===== config.mk =====
export PLATFORM = sky130hd
export DESIGN_NAME = serial_mag_comparator
export DESIGN_NICKNAME = d
export VERILOG_FILES = /design/src/rtl/serial_mag_comparator.sv
export SDC_FILE = /design/constraint.sdc
export NUM_CORES = 1
export LEC_CHECK = 0
export ABC_AREA = 1
export CAP_MARGIN = 40
export CORE_AREA = 2 2 67 69
export CTS_BUF_LIST = sky130_fd_sc_hd__clkbuf_2 sky130_fd_sc_hd__clkbuf_4 sky130_fd_sc_hd__clkbuf_8
export DETAILED_ROUTE_END_ITERATION = 6
export DIE_AREA = 0 0 69 71
export PLACE_DENSITY = 0.64
export SLEW_MARGIN = 25
export SYNTH_ARGS = -nofsm -noshare
export SYNTH_HDL_FRONTEND = slang
export SYNTH_SLANG_ARGS = --single-unit

===== constraint.sdc =====
create_clock -name clk -period 1.2 [get_ports clk]
set_clock_uncertainty 0.15 [all_clocks]
set_input_delay 0.24 -clock clk [delete_from_list [all_inputs] [get_ports clk]]
set_output_delay 0.24 -clock clk [all_outputs]
set_load 0.005 [all_outputs]

===== src/rtl/serial_mag_comparator.sv =====
// serial_mag_comparator: MSB-first bit-serial magnitude compare with cascade seeds
module serial_mag_comparator #(
  parameter int WIDTH      = 8,
  parameter bit EARLY_EXIT = 1
) (
  input  logic             clk,
  input  logic             rst,
  input  logic             start,
  input  logic [WIDTH-1:0] a,
  input  logic [WIDTH-1:0] b,
  input  logic             signed_mode,
  input  logic             e_in,
  input  logic             g_in,
  output logic             busy,
  output logic             done,
  output logic             eq,
  output logic             gt,
  output logic             lt
);
  localparam int IW = $clog2(WIDTH);
  typedef enum logic [1:0] {IDLE, RUN, DONE} state_t;
  state_t state, state_next;
  logic [WIDTH-1:0] sa, sb;
  logic [IW-1:0] idx;
  logic e, g, sm, ai, bi, e_next, g_next, last;
  // one compare slice on the current MSB plus next-state and status decode
  always_comb begin
    ai = sa[WIDTH-1];
    bi = sb[WIDTH-1];
    e_next = e & ~(ai ^ bi);
    g_next = (sm && idx == IW'(WIDTH-1)) ? g | (e & ~ai & bi) : g | (e & ai & ~bi);
    last = (idx == '0) || (EARLY_EXIT && !e_next);
    state_next = state == IDLE ? (start ? RUN : IDLE) : state == RUN ? (last ? DONE : RUN) : IDLE;
    busy = state != IDLE;
    done = state == DONE;
  end
  // state register
  always_ff @(posedge clk or posedge rst)
    if (rst) state <= IDLE;
    else state <= state_next;
  // operand shifters, running e/g and registered result
  always_ff @(posedge clk or posedge rst) begin
    if (rst) begin
      sa <= '0;
      sb <= '0;
      e <= 1'b0;
      g <= 1'b0;
      sm <= 1'b0;
      idx <= '0;
      {eq, gt, lt} <= 3'b000;
    end else if (state == IDLE && start) begin
      sa <= a;
      sb <= b;
      e <= e_in;
      g <= g_in;
      sm <= signed_mode;
      idx <= IW'(WIDTH-1);
    end else if (state == RUN) begin
      sa <= sa << 1;
      sb <= sb << 1;
      e <= e_next;
      g <= g_next;
      idx <= idx - 1'b1;
      if (last) {eq, gt, lt} <= {e_next, g_next, ~e_next & ~g_next};
    end
  end
endmodule


==> results.toml, run 1 <==
[outcome]
outcome = "finished, violations left"
failed_checks = "setup timing"

[finish]
areaGrowthSynthToFinish_pct = 52.0
antenna_cells = 0
final_common_cell = "nand2_1"
drive_gt1_share_pct = 29.9
final_cells = 256
post-route-util_pct = 45.8
layout_common_cells = "62 x nand2_1, 27 x dfrtp_1, 21 x clkdlybuf4s50_1, 18 x buf_4, 14 x nand3_1"
nNetsFinal = 230

[sta]
slew_headroom_pct = 86.4
rsz0062_at_grt = "yes"
slew_violations = 0
clock.fmax_mhz = 724
setup_viol = 29
setup_ws_ns = -0.181
hold_violations = 0
finalCritPeriodShare_pct = 115
min_period_ns = 1.38
worst_slew_pin_slew_ns = 0.204

[synth]
synthesis.area_um2 = 1270
synth_top_cell_area_share_pct = 53.3
yosysWarningCount = 0
synth.net_count = 178
synth-seq-cells = 27
ys_seq_area_share_pct = 53.3
ys_types = 17
syn_inst = 153
avgSynthCellArea_um2 = 8.28
yosysTopAreaCell = "dfrtp_1"
synth_area_leaders = "dfrtp_1 53%, nand2_1 20%, nand3_1 6.3%"

[floorplanning]
core-area_um2 = 4200
initial_utilization_pct = 30.1
fp-row-count = 24
die_height_um = 71
num_io_pins = 27
fp.dieArea_um2 = 4900
die_w_um = 69

[pwr]
peakVddDrop_mv = 1.28
cellPowerDensity_nw_per_um2 = 2220
leakagePower_nw = 0.938

[placement]
dp_cells = 245
dp_hpwl_um = 1890
port_buffers = 26
globalplace.congestion = 0.798

[worst_setup_path]
cpPeakStageDelay_ns = 0.41
crit_required_ns = 0.81
crit_type = "reg -> out"
cp_max_fo = 2
start_kind = "register"
arrival_ns = 0.99
cp-end-kind = "primary output"
cp_cell_sequence = "buf_6 -> inv_4 -> nor2_1 -> buf_2"
slowest_stage = "dfrtp_1"

[routing]
post_drt_via_cell_ratio = 4.49
ant_nets = 0
drt_first_pass_iters = 4
drc = 0
drt-total-wl_um = 2810
wl_per_cell_um = 11.0
route.vias.total = 1149
first_iter_violations = 66

[clock_network]
cts-htree-levels = 1
clkTransAtPathRegs_ns = 0.09
clk-insertion-delay-late_ns = 0.27
cts_made_buffers = 3
cts_hold_buf = 0
clock-root-buffer = "clkbuf_8"
cts_tree = "built"
cts_buffer_depth = 2
clock_sinks = 27

[global_route]
grt_max_degree = 28
antenna_found_initial = 0
grt.total_usage_pct = 12.4
grt_pass1_wl_um = 4960
grt_overflow = 0
grt_pass1_vias = 1174

[min_path]
hold_class = "in -> async"

[job]
drv_cap = 0
## layout make-up
type                            count  area [µm²]
Clock buffer                        4        48.8
Fill cell                         422        2280
Inverter                           13        58.8
Multi-Input combinational cell    108         579
Sequential cell                    27         676
Tap cell                           52        65.1
Timing Repair Buffer               51         492
Timing Repair inverter              1        7.51
## cells by family after synthesis
family / after synthesis / share of synthesized area, %
simple gates: 96 / 30.5
flops: 27 / 53.3
buf+inv: 18 / 7.50
compound gates: 9 / 5.73
fa+ha+maj: 3 / 2.96
## worst paths after layout
check	cells after the start	startpoint	slack, ns	endpoint
max reg2reg	6	state[1]$_DFF_PP0_	-0.17	sb[0]$_DFFE_PP0P_
min reg2reg	2	lt$_DFFE_PP0P_	0.32	lt$_DFFE_PP0P_
max in group asynchronous	3	rst	0.61	g$_DFFE_PP0P_
max	4	state[1]$_DFF_PP0_	-0.18	done
min in group clk	2	lt$_DFFE_PP0P_	0.32	lt$_DFFE_PP0P_
min	3	rst	0.14	sa[4]$_DFFE_PP0P_
## per-stage QoR
stage	setup WS [ns]	instance area (µm²)	setup TNS [ns]	hold WS (ns)	power, mW
final	-0.181	1930	-3.39	0.138	4.28
after global routing	-0.236	1930	-5.22	0.169	4.64
after CTS	-0.193	1870	-4.74	0.136	4.24
after detailed placement	-0.295	1740	-5.90	0.316	3.44
after global placement	-0.286	1740	-5.71	0.310	3.42
after floorplan	-0.0376	1280	-0.0471	0.143	2.63
## where the power goes
group          internal (mW)  leakage, nW  switching, mW
sequential              1.31        0.333          0.262
clock                  0.260       0.0262          0.270
combinational           1.10        0.579           1.08
## repair_timing
action                                 CTS  global route
buffers inserted                         4             2
cloned                                   2             0
setup endpoints to repair               32            31
pin swaps                                1             8
resized for setup                       38            14
endpoints found under the hold margin    0             0
## state kept, by name, indices dropped and copies added (netlist names)
| signal | count |
|---|---|
| sa | 8 |
| gt | 1 |
| e | 1 |
| eq | 1 |
| sm | 1 |
| sb | 8 |
| state | 2 |
| g | 1 |
| idx | 3 |
| lt | 1 |
## metal layers
layer | part of all wire, % | vias up | global-route usage [%]
met1 | 46 | 530 | 15.2
li1 | - | 584 | -
met5 | 0 | - | 0
met4 | 2.0 | 0 | 3.92
met2 | 48 | 29 | 21.4
met3 | 4.4 | 6 | 3.28
## critical path, delay by kind of cell, from the launching register on
kind / cells / cell delay, ns
DFF: 1 / 0.41
and+or+nand+nor: 1 / 0.03
buffers and inverters: 3 / 0.29
## synth_stat cells
| cell | number |
|---|---|
| buf_4 | 1 |
| buf_6 | 3 |
| a22oi_1 | 1 |
| nand4_1 | 1 |
| a22o_2 | 2 |
| inv_1 | 11 |
| nand3_1 | 16 |
| o211ai_1 | 3 |
| inv_2 | 2 |
| buf_2 | 1 |
| nand2_1 | 69 |
| o21ai_0 | 1 |
| o21ai_2 | 2 |
| nor2_1 | 9 |
| ha_1 | 3 |
| dfrtp_1 | 27 |
| nand3b_1 | 1 |
(Power assumes the default switching activity.)
==> inputs of run 2 (changes only) <==
HOLD_SLACK_MARGIN = 0.1   (was not set)
==> results of run 2 <==
Final layout, timing and power as in run 1 (identical DEF).
